[src/rtl/dcache_top_pkg.sv]
// Shared memory-stage definitions: cache geometry, request/write-back records and FSM states.
package dcache_top_pkg;

  localparam int unsigned ADDR_WIDTH          = 32;
  localparam int unsigned PC_WIDTH            = 32;
  localparam int unsigned REG_FILE_DATA_WIDTH = 32;
  localparam int unsigned REG_FILE_ADDR_WIDTH = 5;

  localparam int unsigned DCACHE_NUM_LINES    = 4;
  localparam int unsigned DCACHE_LINE_WIDTH   = 128;
  localparam int unsigned DCACHE_LINE_BYTES   = DCACHE_LINE_WIDTH / 8;
  localparam int unsigned DCACHE_OFFSET_WIDTH = $clog2(DCACHE_LINE_BYTES);
  localparam int unsigned DCACHE_INDEX_WIDTH  = $clog2(DCACHE_NUM_LINES);
  localparam int unsigned DCACHE_TAG_WIDTH    = ADDR_WIDTH - DCACHE_INDEX_WIDTH - DCACHE_OFFSET_WIDTH;

  typedef enum logic {
    BYTE = 1'b0,
    WORD = 1'b1
  } mem_size_t;

  typedef struct packed {
    logic [ADDR_WIDTH-1:0]          addr;
    mem_size_t                      size;
    logic                           is_store;
    logic [REG_FILE_DATA_WIDTH-1:0] data;
  } dcache_request_t;

  typedef enum logic [2:0] {
    IDLE,
    EVICT_REQ,
    EVICT_WAIT,
    FILL_REQ,
    FILL_WAIT,
    REPLAY
  } dcache_state_t;

  typedef struct packed {
    logic                           valid;
    logic                           rf_we;
    logic [REG_FILE_DATA_WIDTH-1:0] data;
    logic [REG_FILE_ADDR_WIDTH-1:0] dst_reg;
    logic [PC_WIDTH-1:0]            pc;
  } wb_request_t;

endpackage

[src/rtl/dcache_tag_data_array.sv]
// Direct-mapped tag/valid/dirty/line storage: asynchronous read by index,
// one write port doing either a full-line fill or a byte-enabled merge.
module dcache_tag_data_array #(
  parameter int unsigned NUM_LINES  = 4,
  parameter int unsigned LINE_WIDTH = 128,
  parameter int unsigned TAG_WIDTH  = 26,
  localparam int unsigned IDX_W     = $clog2(NUM_LINES),
  localparam int unsigned BYTES     = LINE_WIDTH / 8
) (
  input  logic                  clock,
  input  logic                  reset,
  input  logic [IDX_W-1:0]      rd_index,
  output logic [TAG_WIDTH-1:0]  rd_tag,
  output logic                  rd_valid,
  output logic                  rd_dirty,
  output logic [LINE_WIDTH-1:0] rd_line,
  input  logic                  wr_fill,
  input  logic                  wr_merge,
  input  logic [IDX_W-1:0]      wr_index,
  input  logic [TAG_WIDTH-1:0]  wr_tag,
  input  logic [LINE_WIDTH-1:0] wr_line,
  input  logic [BYTES-1:0]      wr_byte_en
);

  logic [TAG_WIDTH-1:0]  tag_q  [NUM_LINES];
  logic [LINE_WIDTH-1:0] line_q [NUM_LINES];
  logic [NUM_LINES-1:0]  valid_q;
  logic [NUM_LINES-1:0]  dirty_q;

  always_ff @(posedge clock or negedge reset) begin
    if (!reset) begin
      valid_q <= '0;
      dirty_q <= '0;
    end else if (wr_fill) begin
      valid_q[wr_index] <= 1'b1;
      dirty_q[wr_index] <= 1'b0;
    end else if (wr_merge) begin
      dirty_q[wr_index] <= 1'b1;
    end
  end

  // Tags and line data carry no reset; valid bits gate every use.
  always_ff @(posedge clock) begin
    if (wr_fill) begin
      tag_q[wr_index]  <= wr_tag;
      line_q[wr_index] <= wr_line;
    end else if (wr_merge) begin
      for (int unsigned b = 0; b < BYTES; b++) begin
        if (wr_byte_en[b]) line_q[wr_index][b*8 +: 8] <= wr_line[b*8 +: 8];
      end
    end
  end

  assign rd_tag   = tag_q[rd_index];
  assign rd_line  = line_q[rd_index];
  assign rd_valid = valid_q[rd_index];
  assign rd_dirty = dirty_q[rd_index];

endmodule

[src/rtl/dcache_top.sv]
// Memory stage: write-back/write-allocate direct-mapped data cache for M-type
// requests, flop-through of R-type results, ALU stall and RF bypass.
module dcache_top
  import dcache_top_pkg::*;
(
  input  logic                           clock,
  input  logic                           reset,
  input  logic                           req_dcache_valid,
  input  dcache_request_t                req_dcache_info,
  input  logic [PC_WIDTH-1:0]            req_dcache_pc,
  input  logic                           req_m_type_instr,
  input  logic                           req_r_type_instr,
  input  logic [REG_FILE_ADDR_WIDTH-1:0] req_dst_reg,
  output logic                           dcache_stall,
  output logic                           req_wb_valid,
  output logic                           req_wb_rf_we,
  output logic [REG_FILE_DATA_WIDTH-1:0] req_wb_data,
  output logic [REG_FILE_ADDR_WIDTH-1:0] req_wb_dst_reg,
  output logic [PC_WIDTH-1:0]            req_wb_pc,
  output logic                           xcpt_dcache_misaligned,
  output logic [REG_FILE_DATA_WIDTH-1:0] cache_data_bypass,
  output logic                           cache_data_bp_valid,
  output logic                           mem_req_valid,
  output logic                           mem_req_is_write,
  output logic [ADDR_WIDTH-1:0]          mem_req_addr,
  output logic [DCACHE_LINE_WIDTH-1:0]   mem_req_data,
  input  logic                           mem_rsp_valid,
  input  logic [DCACHE_LINE_WIDTH-1:0]   mem_rsp_data
);

  dcache_state_t state_q, state_d;
  wb_request_t   wb_q;
  logic          xcpt_q;

  logic [DCACHE_OFFSET_WIDTH-1:0] offset;
  logic [DCACHE_INDEX_WIDTH-1:0]  index;
  logic [DCACHE_TAG_WIDTH-1:0]    tag;
  logic [DCACHE_TAG_WIDTH-1:0]    rd_tag;
  logic [DCACHE_LINE_WIDTH-1:0]   rd_line;
  logic                           rd_valid, rd_dirty;
  logic                           misaligned, m_access, hit, accept;
  logic                           wr_fill, wr_merge;
  logic [DCACHE_LINE_WIDTH-1:0]   wr_line;
  logic [DCACHE_LINE_BYTES-1:0]   wr_byte_en;
  logic [REG_FILE_DATA_WIDTH-1:0] load_data;

  assign offset     = req_dcache_info.addr[DCACHE_OFFSET_WIDTH-1:0];
  assign index      = req_dcache_info.addr[DCACHE_OFFSET_WIDTH +: DCACHE_INDEX_WIDTH];
  assign tag        = req_dcache_info.addr[ADDR_WIDTH-1 -: DCACHE_TAG_WIDTH];
  assign misaligned = (req_dcache_info.size == WORD) && (offset[1:0] != 2'b00);
  assign m_access   = req_dcache_valid && req_m_type_instr && !misaligned;
  assign hit        = rd_valid && (rd_tag == tag);

  assign load_data = (req_dcache_info.size == WORD)
                   ? rd_line[{offset[3:2], 5'd0} +: 32]
                   : {24'd0, rd_line[{offset, 3'd0} +: 8]};

  dcache_tag_data_array #(
    .NUM_LINES  (DCACHE_NUM_LINES),
    .LINE_WIDTH (DCACHE_LINE_WIDTH),
    .TAG_WIDTH  (DCACHE_TAG_WIDTH)
  ) u_array (
    .clock      (clock),
    .reset      (reset),
    .rd_index   (index),
    .rd_tag     (rd_tag),
    .rd_valid   (rd_valid),
    .rd_dirty   (rd_dirty),
    .rd_line    (rd_line),
    .wr_fill    (wr_fill),
    .wr_merge   (wr_merge),
    .wr_index   (index),
    .wr_tag     (tag),
    .wr_line    (wr_line),
    .wr_byte_en (wr_byte_en)
  );

  always_ff @(posedge clock or negedge reset) begin
    if (!reset) state_q <= IDLE;
    else        state_q <= state_d;
  end

  // REPLAY shares the IDLE lookup path: the just-filled line makes it a hit.
  always_comb begin
    state_d          = state_q;
    dcache_stall     = 1'b0;
    accept           = 1'b0;
    mem_req_valid    = 1'b0;
    mem_req_is_write = 1'b0;
    mem_req_addr     = '0;
    mem_req_data     = '0;
    wr_fill          = 1'b0;
    wr_merge         = 1'b0;
    wr_line          = '0;
    wr_byte_en       = '0;
    case (state_q)
      IDLE, REPLAY: begin
        state_d = IDLE;
        if (m_access && !hit) begin
          dcache_stall = 1'b1;
          state_d      = (rd_valid && rd_dirty) ? EVICT_REQ : FILL_REQ;
        end else begin
          accept = req_dcache_valid;
          if (m_access && req_dcache_info.is_store) begin
            wr_merge = 1'b1;
            if (req_dcache_info.size == WORD) begin
              wr_line    = {(DCACHE_LINE_WIDTH/32){req_dcache_info.data}};
              wr_byte_en = DCACHE_LINE_BYTES'(4'hF) << {offset[3:2], 2'b00};
            end else begin
              wr_line    = {DCACHE_LINE_BYTES{req_dcache_info.data[7:0]}};
              wr_byte_en = DCACHE_LINE_BYTES'(1) << offset;
            end
          end
        end
      end
      EVICT_REQ: begin
        dcache_stall     = 1'b1;
        mem_req_valid    = 1'b1;
        mem_req_is_write = 1'b1;
        mem_req_addr     = {rd_tag, index, {DCACHE_OFFSET_WIDTH{1'b0}}};
        mem_req_data     = rd_line;
        state_d          = EVICT_WAIT;
      end
      EVICT_WAIT: begin
        dcache_stall = 1'b1;
        if (mem_rsp_valid) state_d = FILL_REQ;
      end
      FILL_REQ: begin
        dcache_stall  = 1'b1;
        mem_req_valid = 1'b1;
        mem_req_addr  = {req_dcache_info.addr[ADDR_WIDTH-1:DCACHE_OFFSET_WIDTH],
                         {DCACHE_OFFSET_WIDTH{1'b0}}};
        state_d       = FILL_WAIT;
      end
      FILL_WAIT: begin
        dcache_stall = 1'b1;
        if (mem_rsp_valid) begin
          wr_fill = 1'b1;
          wr_line = mem_rsp_data;
          state_d = REPLAY;
        end
      end
      default: state_d = IDLE;
    endcase
  end

  always_ff @(posedge clock or negedge reset) begin
    if (!reset) begin
      wb_q   <= '0;
      xcpt_q <= 1'b0;
    end else if (accept) begin
      wb_q.valid   <= 1'b1;
      wb_q.rf_we   <= req_m_type_instr ? (!misaligned && !req_dcache_info.is_store)
                                       : req_r_type_instr;
      wb_q.data    <= (m_access && !req_dcache_info.is_store) ? load_data
                                                              : req_dcache_info.data;
      wb_q.dst_reg <= req_dst_reg;
      wb_q.pc      <= req_dcache_pc;
      xcpt_q       <= req_m_type_instr && misaligned;
    end else begin
      wb_q.valid <= 1'b0;
      xcpt_q     <= 1'b0;
    end
  end

  assign req_wb_valid           = wb_q.valid;
  assign req_wb_rf_we           = wb_q.rf_we;
  assign req_wb_data            = wb_q.data;
  assign req_wb_dst_reg         = wb_q.dst_reg;
  assign req_wb_pc              = wb_q.pc;
  assign xcpt_dcache_misaligned = xcpt_q;
  assign cache_data_bypass      = wb_q.data;
  assign cache_data_bp_valid    = wb_q.valid && wb_q.rf_we;

endmodule
[config.mk]
export PLATFORM = sky130hd
export DESIGN_NAME = dcache_top
export DESIGN_NICKNAME = d
export VERILOG_FILES = /design/src/rtl/dcache_top_pkg.sv /design/src/rtl/dcache_tag_data_array.sv /design/src/rtl/dcache_top.sv
export SDC_FILE = /design/constraint.sdc
export NUM_CORES = 1
export LEC_CHECK = 0
export CAP_MARGIN = 20
export CORE_ASPECT_RATIO = 0.6
export CORE_MARGIN = 2
export CORE_UTILIZATION = 41
export DETAILED_ROUTE_END_ITERATION = 6
export GPL_TIMING_DRIVEN = 0
export PLACE_DENSITY = 0.63
export SLEW_MARGIN = 20
export SYNTH_ARGS = -nofsm -noshare
export SYNTH_HDL_FRONTEND = slang
export SYNTH_SLANG_ARGS = --single-unit
export TNS_END_PERCENT = 5
[constraint.sdc]
create_clock -name clock -period 8.4 [get_ports clock]
set_input_delay 1.68 -clock clock [delete_from_list [all_inputs] [get_ports clock]]
set_output_delay 1.68 -clock clock [all_outputs]
set_load 0.005 [all_outputs]
==> metrics.txt, run 1 <==
status complete, but fails checks; failing checks DRC; FP Rows 78; switching part of the total power 28.7%; Avg Cell Area, Syn 14.9 sq um; Largest Register u_array.line_q; Clk pin slew, worst setup/hold paths roughly 60 ps; vias in the first global route 22,000; library cells used by synthesis 61; Sequential Area 0.0206 sq mm; post-layout min period 8270 ps; via count roughly 23,000; Post-Syn Area 0.0316 sq mm; core box area about 0.076 sq mm; worst hold path class register to register; nets between 2,000 and 3,000; Worst path depth 10; kind of end point of the critical path primary output; max reg flops approximately 510; #FFs+latches synth 699; area leader, netlist edfxtp_1; synthesized netlist cell count ~2,100; initial core utilization 41.6%; maximum VDD drop roughly 0.00012 V; synth cell count leaders 616 x edfxtp_1, 425 x nand2_1, 171 x mux4_2, 128 x and3_1, 87 x clkbuf_1; # setup viols final 0; area of the multi-input gates 0.0101 sq mm; register area share after synthesis 65.1%; Max Slew Vio Count 0; largest net degree at the start of global routing 49; TritonCTS clock tree done; initial antenna violation count 10; DP HPWL 95.8 mm; # DRC 5; post-CTS setup buffers 0; root buf cell clkbuf_16; CP top delay family buffers and inverters; Leak 15.0 nW; EDFF count, synth 616; final hold viol count 0; critical-path maximum fanout 10; Slew @ Worst Pin 1350 ps; Synth Warn # 0; DRT iter0 DRCs 3,447; MaxCap Viol Count 0; gpl congestion between 0.9 and 1; Avg Vias per Cell 6.06; FF-to-FF path depth 9; Crit-path slowest cell clkbuf_1; Psw 2.79 mW; Die Ht approximately 220 microns; CP arrival 6590 ps; global-route wire length before repair between 150 and 200 mm; setup TNS 0 ps; IO buf count roughly 500; H-tree depth 3; CP Data Required Time 6720 ps; top flop regs u_array.line_q x512, u_array.tag_q x104; Num CTS Buffers between 60 and 70; Area Growth Syn to Fin 27.3%; Critical Path Max Stage Delay 940 ps; crit-path cells clkdlybuf4s50_1 > buf_4 > buf_2 > buf_2 > buf_2 > buf_2 > clkbuf_1 > mux4_2 > and3_1 > clkdlybuf4s50_1; clock sinks 699; hold_buf cts 0; startpoint types input port; slew margin rel. 9.81%; Main synth FF type edfxtp_1; layout cell share with drive strength beyond 1 14.7%; RSZ-0062 raised after global routing false; GRT Util Overall 30.6%; DR WL/cell roughly 33 microns; top-level port count 505; clock network fraction of total power 31.1%; CP bufs+invs 8; Die W 363 microns; largest cells by area after synthesis edfxtp_1 58%, mux4_2 12%, dfrtp_1 6.6%, nand2_1 5.0%, and3_1 2.5%; Clk Latency, worst-skew pair between 600 and 700 ps; clk buf depth 3; Gate power share between 20% and 30%; most common cell in the netlist edfxtp_1; sequential power share 43.4%; asr flop ratio synth 11.9%; max frequency 121 MHz; skew final 23.6 ps; most used cell, CP buf_2; Pre-antenna DRT Iters 7; Filler cells 6,234; Final period util just under 100%; Detail Route Antenna Nets 0; global route overflow 0; Routed WL roughly 120 mm; Cell Int Power between 6 and 7 mW; die area 0.0794 sq mm; top-area cell type share of the netlist area 58.5%; pwr dens 242 mW/mm^2; number of cells on the worst hold path 1; post_cts resized 0; Final Core Density 53.0%; CP Class input port to primary output
-- cell type report --
type	count	share of cell area, %
antenna	4	0.0249
buffer	176	2.33
clock buffer	88	4.70
clock inverter	35	0.681
inverter	12	0.112
multi-input combinational	1245	25.2
sequential	699	51.1
tap	1000	3.11
timing repair buffer	505	12.7
-- power by group through the flow --
stage | combinational, mW | clock, mW | sequential [mW]
floorplan | 0.970 | 0 | 4.23
global placement | 2.42 | 0 | 4.29
detailed placement | 2.45 | 0 | 4.30
CTS | 2.46 | 3.04 | 4.23
global route | 2.59 | 3.19 | 4.26
finish | 2.48 | 3.03 | 4.23
-- kinds of logic (layout without fill, tap and decap cells) --
family	Yosys count	count (layout)	share of synthesized area (%)
simple gates	684	684	9.83
other cells	1	8	0.0119
flops	699	699	65.1
buf+inv	188	816	3.07
xor+xnor	24	24	0.665
compound gates	231	231	4.71
mux	302	302	16.6
-- metal layers --
metal	part of all wire (%)	GRT usage, %	up-vias
met5	0.027	0	-
met4	3.5	9.52	6
met3	14	11.2	247
met2	44	45.5	1663
met1	39	42.0	11600
li1	-	-	9291
-- path summary, 6_finish.rpt --
kind	start	endpoint	slack, ps
min in group asynchronous	reset	req_wb_pc[10]	1030
worst min-delay path	u_array.valid_q[1]	u_array.valid_q[1]	470
max in group asynchronous	reset	cache_data_bypass[10]	6710
worst max-delay path	req_dcache_info[39]	mem_req_data[49]	130
worst max register to register	u_array.tag_q[3][24]	u_array.line_q[2][88]	4220
worst min register to register	u_array.valid_q[1]	u_array.valid_q[1]	470
-- cell usage in the layout (no fill, tap or decap), drive strengths merged, types with 56 or more instances in the layout --
cell	Yosys	final
and3	128	128
mux2i	56	56
buf	89	94
clkbuf	87	177
mux4	171	171
mux2	75	75
clkdlybuf4s50	0	498
edfxtp	616	616
dfrtp	83	83
a21oi	74	74
nand2	425	425
-- per-stage QoR --
step / setup slack, ps / instances / power (mW) / hold WS, ps / instance area (sq um)
final: 126 / 3764 / 9.74 / 471 / 40200
after global routing: 61.8 / 3760 / 10.0 / 486 / 40200
after CTS: 3.28 / 3759 / 9.73 / 467 / 40200
after detailed placement: 4.40 / 3636 / 6.76 / 453 / 38000
after global placement: -45.4 / 3631 / 6.71 / 446 / 37900
after floorplan: 2700 / 2132 / 5.20 / 434 / 31600
Power figures use the tool's default switching activity.
==> run 2: changes to the inputs <==
--- a/config.mk
+++ b/config.mk
@@ -11,6 +11,7 @@
 export CORE_UTILIZATION = 41
 export DETAILED_ROUTE_END_ITERATION = 6
 export GPL_TIMING_DRIVEN = 0
+export HOLD_SLACK_MARGIN = 0.02
 export PLACE_DENSITY = 0.63
 export SLEW_MARGIN = 20
 export SYNTH_ARGS = -nofsm -noshare
==> results of run 2 <==
The final DEF is identical to that of run 1; final timing and power are the same.
